### src/rtl/audio_gain_apply.sv
`timescale 1ns/1ps
// -----------------------------------------------------------------------------
// audio_gain_apply
//
// Scales a stream of signed audio samples by an 8-bit unsigned Q1.7 gain code
// (0x80 = 1.0). The working gain ramps toward the requested code by at most
// RAMP_STEP per accepted sample, so a switch change never causes zipper noise.
// After reset the working gain is 0, so the output fades in from mute.
//
// Datapath: two register stages.
//   stage 1 : product = in_data * {1'b0, gain_cur}  (uses gain before the
//             ramp update made in the same cycle)
//   stage 2 : add 2^(FRAC_W-1), arithmetic shift right FRAC_W (round half
//             toward +inf), saturate to the DATA_W signed range
//
// Handshake (valid/ready, both sides):
//   A word moves across an interface on a rising edge where valid && ready.
//   A producer holding valid keeps its data stable until the transfer.
//   ready may depend combinationally on downstream ready but never on the
//   same-side valid, so no combinational loop can form through the block.
//
// Ports:
//   clk, rst        clock, asynchronous active-high reset
//   gain_target     requested gain code (may change on any cycle)
//   in_data/valid/ready    input sample stream
//   out_data/valid/ready   scaled, rounded, saturated output stream
//   gain_cur        working gain currently applied to new samples
//   ramp_busy       gain_cur != gain_target (combinational)
//   dbg_ramp_state  ramp FSM state: 0 IDLE, 1 RAMP_UP, 2 RAMP_DOWN
// -----------------------------------------------------------------------------
module audio_gain_apply #(
    parameter int DATA_W    = 16,
    parameter int GAIN_W    = 8,
    parameter int FRAC_W    = 7,
    parameter int RAMP_STEP = 1
) (
    input  logic                     clk,
    input  logic                     rst,
    input  logic        [GAIN_W-1:0] gain_target,
    input  logic signed [DATA_W-1:0] in_data,
    input  logic                     in_valid,
    output logic                     in_ready,
    output logic signed [DATA_W-1:0] out_data,
    output logic                     out_valid,
    input  logic                     out_ready,
    output logic        [GAIN_W-1:0] gain_cur,
    output logic                     ramp_busy,
    output logic               [1:0] dbg_ramp_state
);

    // Product of a signed DATA_W sample and a zero-extended GAIN_W gain.
    localparam int PROD_W = DATA_W + GAIN_W + 1;
    // One extra bit so adding the rounding constant can never overflow.
    localparam int SUM_W  = PROD_W + 1;

    localparam logic signed [SUM_W-1:0] RND_CONST =
        {{(SUM_W-FRAC_W){1'b0}}, 1'b1, {(FRAC_W-1){1'b0}}};
    localparam logic signed [SUM_W-1:0] SAT_MAX =
        {{(SUM_W-DATA_W+1){1'b0}}, {(DATA_W-1){1'b1}}};
    localparam logic signed [SUM_W-1:0] SAT_MIN =
        {{(SUM_W-DATA_W+1){1'b1}}, {(DATA_W-1){1'b0}}};
    localparam logic [GAIN_W-1:0] STEP = GAIN_W'(RAMP_STEP);

    typedef enum logic [1:0] {
        IDLE      = 2'd0,
        RAMP_UP   = 2'd1,
        RAMP_DOWN = 2'd2
    } ramp_state_t;

    // ---------------------------------------------------------------------
    // State
    // ---------------------------------------------------------------------
    logic                     s1_valid_q, s1_valid_d;
    logic signed [PROD_W-1:0] s1_prod_q,  s1_prod_d;
    logic                     s2_valid_q, s2_valid_d;
    logic signed [DATA_W-1:0] s2_data_q,  s2_data_d;
    logic        [GAIN_W-1:0] gain_cur_q, gain_cur_d;
    ramp_state_t              state_q,    state_d;

    // ---------------------------------------------------------------------
    // Handshake
    // ---------------------------------------------------------------------
    logic s1_adv;
    logic accept;

    // Stage 1 may hand its word to stage 2 when stage 2 is empty or is
    // itself draining this cycle; that is what allows full throughput.
    assign s1_adv   = !s2_valid_q || out_ready;
    assign in_ready = !s1_valid_q || s1_adv;
    assign accept   = in_valid && in_ready;

    // ---------------------------------------------------------------------
    // Stage 1 multiply
    // ---------------------------------------------------------------------
    logic signed [PROD_W-1:0] mul_a;
    logic signed [PROD_W-1:0] mul_b;
    logic signed [PROD_W-1:0] product;

    always_comb begin
        mul_a   = PROD_W'(in_data);
        mul_b   = PROD_W'({1'b0, gain_cur_q});
        // PROD_W holds the full product exactly, so truncation loses nothing.
        product = mul_a * mul_b;
    end

    // ---------------------------------------------------------------------
    // Stage 2 round and saturate
    // ---------------------------------------------------------------------
    logic signed [SUM_W-1:0]  rnd_sum;
    logic signed [SUM_W-1:0]  rnd_shift;
    logic signed [DATA_W-1:0] sat_data;

    always_comb begin
        rnd_sum   = SUM_W'(s1_prod_q) + RND_CONST;
        // Arithmetic shift floors, so +half then floor rounds half upward.
        rnd_shift = rnd_sum >>> FRAC_W;
        if (rnd_shift > SAT_MAX) begin
            sat_data = SAT_MAX[DATA_W-1:0];
        end else if (rnd_shift < SAT_MIN) begin
            sat_data = SAT_MIN[DATA_W-1:0];
        end else begin
            sat_data = rnd_shift[DATA_W-1:0];
        end
    end

    // ---------------------------------------------------------------------
    // Pipeline next state
    // ---------------------------------------------------------------------
    always_comb begin
        s1_valid_d = s1_valid_q;
        s1_prod_d  = s1_prod_q;
        s2_valid_d = s2_valid_q;
        s2_data_d  = s2_data_q;

        // Stage 2 only changes when it can advance, which keeps out_data
        // frozen while the consumer stalls.
        if (s1_adv) begin
            s2_valid_d = s1_valid_q;
            if (s1_valid_q) begin
                s2_data_d = sat_data;
            end
        end

        if (in_ready) begin
            s1_valid_d = in_valid;
            if (accept) begin
                s1_prod_d = product;
            end
        end
    end

    always_ff @(posedge clk or posedge rst) begin
        if (rst) begin
            s1_valid_q <= 1'b0;
            s1_prod_q  <= '0;
            s2_valid_q <= 1'b0;
            s2_data_q  <= '0;
        end else begin
            s1_valid_q <= s1_valid_d;
            s1_prod_q  <= s1_prod_d;
            s2_valid_q <= s2_valid_d;
            s2_data_q  <= s2_data_d;
        end
    end

    // ---------------------------------------------------------------------
    // Gain ramp FSM
    // Evaluated only on accepted samples, so the ramp rate is tied to the
    // sample rate and an idle stream leaves the gain untouched. Direction is
    // decided fresh each time, so a target change mid-ramp reverses at once.
    // ---------------------------------------------------------------------
    logic [GAIN_W-1:0] gain_diff;
    logic [GAIN_W-1:0] gain_step;

    always_comb begin
        gain_cur_d = gain_cur_q;
        state_d    = state_q;
        gain_diff  = '0;
        gain_step  = '0;

        if (accept) begin
            if (gain_target > gain_cur_q) begin
                gain_diff  = gain_target - gain_cur_q;
                // Clamping the step to the remaining distance prevents
                // overshoot and therefore any wrap of the unsigned gain.
                gain_step  = (gain_diff < STEP) ? gain_diff : STEP;
                gain_cur_d = gain_cur_q + gain_step;
                state_d    = RAMP_UP;
            end else if (gain_target < gain_cur_q) begin
                gain_diff  = gain_cur_q - gain_target;
                gain_step  = (gain_diff < STEP) ? gain_diff : STEP;
                gain_cur_d = gain_cur_q - gain_step;
                state_d    = RAMP_DOWN;
            end else begin
                state_d    = IDLE;
            end
        end
    end

    always_ff @(posedge clk or posedge rst) begin
        if (rst) begin
            gain_cur_q <= '0;
            state_q    <= IDLE;
        end else begin
            gain_cur_q <= gain_cur_d;
            state_q    <= state_d;
        end
    end

    // ---------------------------------------------------------------------
    // Outputs
    // ---------------------------------------------------------------------
    assign out_valid      = s2_valid_q;
    assign out_data       = s2_data_q;
    assign gain_cur       = gain_cur_q;
    assign dbg_ramp_state = state_q;
    // Held low during reset so the flag reads idle while the gain is forced.
    assign ramp_busy      = !rst && (gain_cur_q != gain_target);

endmodule

### config.mk
export PLATFORM = sky130hd
export DESIGN_NAME = audio_gain_apply
export DESIGN_NICKNAME = d
export VERILOG_FILES = /design/src/rtl/audio_gain_apply.sv
export SDC_FILE = /design/constraint.sdc
export NUM_CORES = 1
export LEC_CHECK = 0
export CORE_ASPECT_RATIO = 0.5
export CORE_MARGIN = 2
export CORE_UTILIZATION = 55
export DETAILED_ROUTE_END_ITERATION = 10
export DONT_BUFFER_PORTS = 1
export PLACE_DENSITY = 0.73
export SETUP_SLACK_MARGIN = 0.4
export SYNTH_ARGS = -nofsm -noshare
export SYNTH_HDL_FRONTEND = slang
export SYNTH_SLANG_ARGS = --single-unit
### constraint.sdc
create_clock -name clk -period 5.05 [get_ports clk]
set_clock_uncertainty 0.2 [all_clocks]
set_input_delay 1.515 -clock clk [delete_from_list [all_inputs] [get_ports clk]]
set_output_delay 1.515 -clock clk [all_outputs]
set_load 0.05 [all_outputs]
==> impl_metrics.ini, run 1 <==
[placed_design]
io_buffers = 0
placed_cells = 1197
place_congestion = 0.8755
dp_slack_ns = -0.7243
dp_hpwl_um = 15540

[setup_path]
worstPathCellList = nand2_4 -> fa_1 -> fa_1 -> inv_2 -> fa_1 -> inv_1 -> fa_1 -> inv_1 -> ha_4 -> o211ai_1 -> or4_4 -> o32a_4 -> a31oi_4 -> a211oi_2 -> o32a_1
path_buf_inv = 3
cp_top_family = adder cells
critPathKind = input pin to flip-flop
slowest_stage = fa_1
slowest_delay_ns = 0.52
crit_top_cell = fa_1
crit_fanout = 8
cp.required_ns = 5.03
worstPathArrival_ns = 5.44
crit_path_end_kind = flip-flop
critPathLaunchType = input pin

[clocking]
tritoncts_num_sinks = 47
clock_path_buffers = 2
htree_levels = 2
cts.clk_slew.worst_paths_ns = 0.06
tritoncts = done
clock_insertion_delay_worst_skew_ns = 0.30
cts_made_buffers = 5
root_buffer = clkbuf_16
cts_hold_buf = 0

[drt]
drc = 0
via_count = 6707
drt_iter0_drc = 299
avgRoutedWirePerCell_um = 16.36
firstDrtPassIters = 5
drtAntennaViolNets = 0
viasPerCell = 5.493
routed_wl_um = 19970

[layout]
final_util_pct = 70.16
stdcell_count = 1221
layout_common_cells = 165 x inv_1, 112 x buf_4, 102 x nand2_1
area_growth_pct = 25.72
final_layout_size_suffix_gt1_share_pct = 28.35
n_antenna_cell = 0
fill_cells = 1053
layout_commonest_cell = inv_1
nNetsFinal = 1224

[sta]
rsz0062_at_grt = true
finalCritPeriodShare_pct = 108.2
worstMarginPinSlew_ns = 0.7231
max_freq_ghz = 0.1831
relSlewSlack_pct = 51.79
hold_viol = 0
finalSetupViolations = 15
fin_crit_ns = 5.463
final_max_slew_viol_count = 0
worst_slack_ns = -0.4126

[floorplan]
io_pins = 57
die_h_um = 89.22
num_rows = 31
dieArea_um2 = 15560
initial_utilization_pct = 55.81
die_w_um = 174.4
core_area_um2 = 14310

[hold_path]
hp-class = flip-flop to flip-flop

[synth]
ys_ff_latch = 47
synth_edf_count = 0
async_flop_share_pct = 100.0
synth_seq_area_share_pct = 14.72
synth_warnings = 0
synth_cells = 923
post_synth.cell_area_avg_um2 = 8.654
synth_flop_cell = dfrtp_1
netlist_area_um2 = 7988
ys_types = 70
synthesis.nets = 1125

[grt]
grt_pass1_wl_um = 33420
grt_pass1_vias = 7151
antenna_found_initial = 0
grtUsageTotal_pct = 26.41
gr-total-overflow = 0
grt_max_degree = 48

[flow_run]
max_cap_violations = 0

[run_status]
violations = negative setup slack
status = finished, violations left
## area by class of cell
type / instances / area, um^2 / share of cell area [%]
clock buffers: 6 / 128.9 / 1.283
well taps: 198 / 247.7 / 2.467
multi-input cells: 665 / 6769 / 67.41
inverters: 181 / 689.4 / 6.865
flip-flops and latches: 47 / 1176 / 11.71
repair buffers: 122 / 970.9 / 9.669
clock inverters: 2 / 60.06 / 0.5981
## logic make-up (layout without fill, tap and decap cells)
kind of cell | after synthesis | after routing | share of synthesized area, %
mux | 8 | 8 | 1.034
flops | 47 | 47 | 14.72
compound gates | 148 | 148 | 13.88
other cells | 1 | 1 | 0.04695
fa+ha+maj | 174 | 174 | 37.03
buf+inv | 211 | 311 | 10.21
simple gates | 294 | 294 | 18.69
xor+xnor | 40 | 40 | 4.386
## state kept, by name, summed over array words and instances (netlist names)
name,cells
s1_prod_q,19
s1_valid_q,1
dbg_ramp_state,2
out_data,16
gain_cur,8
out_valid,1
## stage by stage
step / hold slack (ns) / cell area, um^2 / setup TNS [ns]
floorplan: 0.2572 / 8339 / -5.316
global placement: 0.2696 / 9255 / -8.498
finish: 0.3025 / 10040 / -3.897
detailed placement: 0.2947 / 9255 / -9.137
CTS: 0.3095 / 9784 / -3.710
global route: 0.3322 / 10040 / -6.453
## metal layers
| layer | vias to the layer above | track usage (%) | wire (um) | part of all wire, % |
|---|---|---|---|---|
| li1 | 3158 | - | - | - |
| met1 | 3338 | 34.69 | 9048 | 45 |
| met2 | 176 | 47.98 | 9759 | 49 |
| met3 | 35 | 3.019 | 850 | 4.3 |
| met4 | 0 | 6.188 | 314 | 1.6 |
| met5 | - | 0 | 0 | 0 |
## cells in the mapped netlist, types with 5 or more instances
cell type	n	area share, %
inv_1	181	8.5
nand2_1	115	5.4
fa_1	104	26
and2_1	74	5.8
ha_1	70	11
dfrtp_1	47	15
a21oi_1	29	1.8
nor2_1	28	1.3
o21ai_0	28	1.8
xnor2_1	24	2.6
clkbuf_1	22	1.0
xor2_1	16	1.8
nand3_1	15	0.94
o211ai_2	11	1.7
nand2b_1	9	0.70
nor3_1	9	0.56
o211ai_1	9	0.85
a211oi_1	8	0.75
nand4_1	8	0.63
or2_2	8	0.63
a21o_1	6	0.56
mux2i_1	6	0.75
o21ai_1	6	0.38
a31oi_1	5	0.39
o21bai_1	5	0.47
## path summary, 6_finish.rpt
| check | endpoint | depth (start not counted) | from | slack [ns] |
|---|---|---|---|---|
| worst max-delay path | s1_prod_q[22] | 15 | in_data[3] | -0.41 |
| worst min-delay path | out_valid | 1 | s1_valid_q | 0.30 |
| worst max register to register | s1_prod_q[22] | 15 | gain_cur[3] | -0.10 |
| worst min register to register | out_valid | 1 | s1_valid_q | 0.30 |
| max in group asynchronous | s1_prod_q[21] | 2 | rst | 3.14 |
| min in group asynchronous | s1_valid_q | 2 | rst | 1.09 |
## what timing repair did
item / in CTS / in global routing
setup endpoints to repair: 21 / 23
gates cloned: 0 / 0
pin swaps: 36 / 29
setup buffers: 9 / 7
resized for setup: 60 / 43
Power of run 1 is left out: the tool's default activity adds up to more than one toggle a clock period on the data nets, which glitch-free logic cannot reach.
==> inputs of run 2 (changes only) <==
--- a/config.mk
+++ b/config.mk
@@ -8,6 +8,7 @@
 export CORE_ASPECT_RATIO = 0.5
 export CORE_MARGIN = 2
 export CORE_UTILIZATION = 55
+export CTS_BUF_LIST = sky130_fd_sc_hd__clkbuf_2
 export DETAILED_ROUTE_END_ITERATION = 10
 export DONT_BUFFER_PORTS = 1
 export PLACE_DENSITY = 0.73
==> impl_metrics.ini, run 2 (synthesis gave the netlist of run 1 again) <==
[run_status]
status = finished, violations left
violations = negative setup slack

[drt]
drtAntennaViolNets = 0
viasPerCell = 5.438
drt_iter0_drc = 331
routed_wl_um = 19140
avgRoutedWirePerCell_um = 15.77
via_count = 6602
drc = 0
firstDrtPassIters = 4

[layout]
nNetsFinal = 1217
final_layout_size_suffix_gt1_share_pct = 25.98
layout_commonest_cell = inv_1
seqCellArea_um2 = 1179
area_growth_pct = 20.88
fill_cells = 1129
largest_reg_flops = 19
top_register = s1_prod_q
multi_input_area_um2 = 6549
layout_common_cells = 166 x inv_1, 108 x buf_4, 103 x nand2_1
n_antenna_cell = 0

[setup_path]
slowest_delay_ns = 0.57
crit_path_end_kind = flip-flop
slowest_stage = fa_2
critPathKind = input pin to flip-flop
critPathLaunchType = input pin
cp.required_ns = 5.28
crit_fanout = 8
worstPathCellList = and2_4 -> fa_2 -> fa_1 -> fa_1 -> inv_2 -> fa_1 -> inv_2 -> ha_4 -> nand3_4 -> buf_6 -> or4_4 -> o22ai_4 -> o21ai_2 -> or3_1 -> nand3_1
worstPathArrival_ns = 5.48
crit_top_cell = fa_1

[floorplan]
io_pins = 57
initial_utilization_pct = 55.81
num_rows = 31
dieArea_um2 = 15560
die_w_um = 174.4
die_h_um = 89.22
core_area_um2 = 14310

[sta]
fin_crit_ns = 5.256
worstMarginPinSlew_ns = 0.6868
finalSetupViolations = 11
hold_viol = 0
relSlewSlack_pct = 54.08
max_freq_ghz = 0.1903
finalCritPeriodShare_pct = 104.1
rsz0062_at_grt = true
worst_slack_ns = -0.2057
final_max_slew_viol_count = 0

[grt]
use_met2_pct = 46.61
antenna_found_initial = 0
top_usage_layer = met2
grtUsageTotal_pct = 25.89
grt_max_degree = 48
grt_pass1_vias = 7037
met3_usage_pct = 2.551
grt_pass1_wl_um = 32840
gr-total-overflow = 0
use_met1_pct = 34.38

[placed_design]
place_congestion = 0.8755
dp_hpwl_um = 15540
dp_slack_ns = -0.7243
io_buffers = 0

[hold_path]
hp-class = flip-flop to flip-flop

[clocking]
cts_hold_buf = 0
htree_levels = 2
tritoncts = done
clock_insertion_delay_worst_skew_ns = 0.49
root_buffer = clkbuf_2
clock_path_buffers = 2
cts.clk_slew.worst_paths_ns = 0.23
cts_made_buffers = 5
tritoncts_num_sinks = 47

[flow_run]
max_cap_violations = 0
run 2: changes by cell type in the layout (fill, tap and decap cells not counted), sizes merged:
cell      before  now
buf          122  115
clkinvlp       2    1
inv          179  180
run 2: what timing repair did:
action                                  in CTS  in global routing
endpoints found under the setup margin      16                 21
resized for setup                           36                 26
buffers inserted                             4                  5
gates cloned                                 0                  0
pin swaps                                   18                 22
run 2: worst max-delay path: cells and delay by family:
family	cells	cell delay, ns
fa+ha+maj	5	2.33
simple gates	5	1.13
compound gates	2	0.30
buf+inv	3	0.21
run 2: path summary, 6_finish.rpt:
kind	from	endpoint	slack [ns]	cells after the start
max in group asynchronous	rst	gain_cur[7]	3.34	2
worst max-delay path	in_data[10]	s1_prod_q[23]	-0.21	15
worst min register to register	s1_valid_q	out_valid	0.34	1
min in group asynchronous	rst	s1_prod_q[6]	0.86	2
worst max register to register	gain_cur[5]	s1_prod_q[22]	-0.06	15
worst min-delay path	s1_valid_q	out_valid	0.34	1
run 2: metrics by stage:
| step | utilization, % | hold slack [ns] | TNS (ns) | instance area [um^2] | std cells |
|---|---|---|---|---|---|
| 6_report | 67.46 | 0.3355 | -1.356 | 9656 | 1214 |
| 5_1_grt | 67.46 | 0.3722 | -2.944 | 9656 | 1214 |
| 4_1_cts | 66.56 | 0.3452 | -1.010 | 9527 | 1209 |
| 3_5_place_dp | 64.66 | 0.2947 | -9.137 | 9255 | 1197 |
| 3_3_place_gp | 64.66 | 0.2696 | -8.498 | 9255 | 1197 |
| 2_1_floorplan | - | 0.2572 | -5.316 | 8339 | 923 |
run 2: final cells by class:
| type | count | share of cell area (%) |
|---|---|---|
| multi-input cells | 665 | 67.82 |
| flip-flops and latches | 47 | 12.21 |
| repair buffers | 115 | 9.395 |
| inverters | 181 | 7.075 |
| well taps | 198 | 2.566 |
| clock inverters | 2 | 0.6220 |
| clock buffers | 6 | 0.3110 |
run 2: layer usage:
metal  up-vias  wire (um)
met5         -          0
met4         0        223
met3        23        767
met2       147       9220
met1      3296       8929
li1       3136          -
Power of run 2 is left out for the same reason.
==> inputs of run 3 (changes only) <==
--- a/config.mk
+++ b/config.mk
@@ -13,6 +13,7 @@
 export DONT_BUFFER_PORTS = 1
 export PLACE_DENSITY = 0.73
 export SETUP_SLACK_MARGIN = 0.4
+export SLEW_MARGIN = 20
 export SYNTH_ARGS = -nofsm -noshare
 export SYNTH_HDL_FRONTEND = slang
 export SYNTH_SLANG_ARGS = --single-unit
==> results of run 3 <==
Same layout as run 2: the final DEF is identical, and so are final timing and power.
Power of run 3 is left out for the same reason.
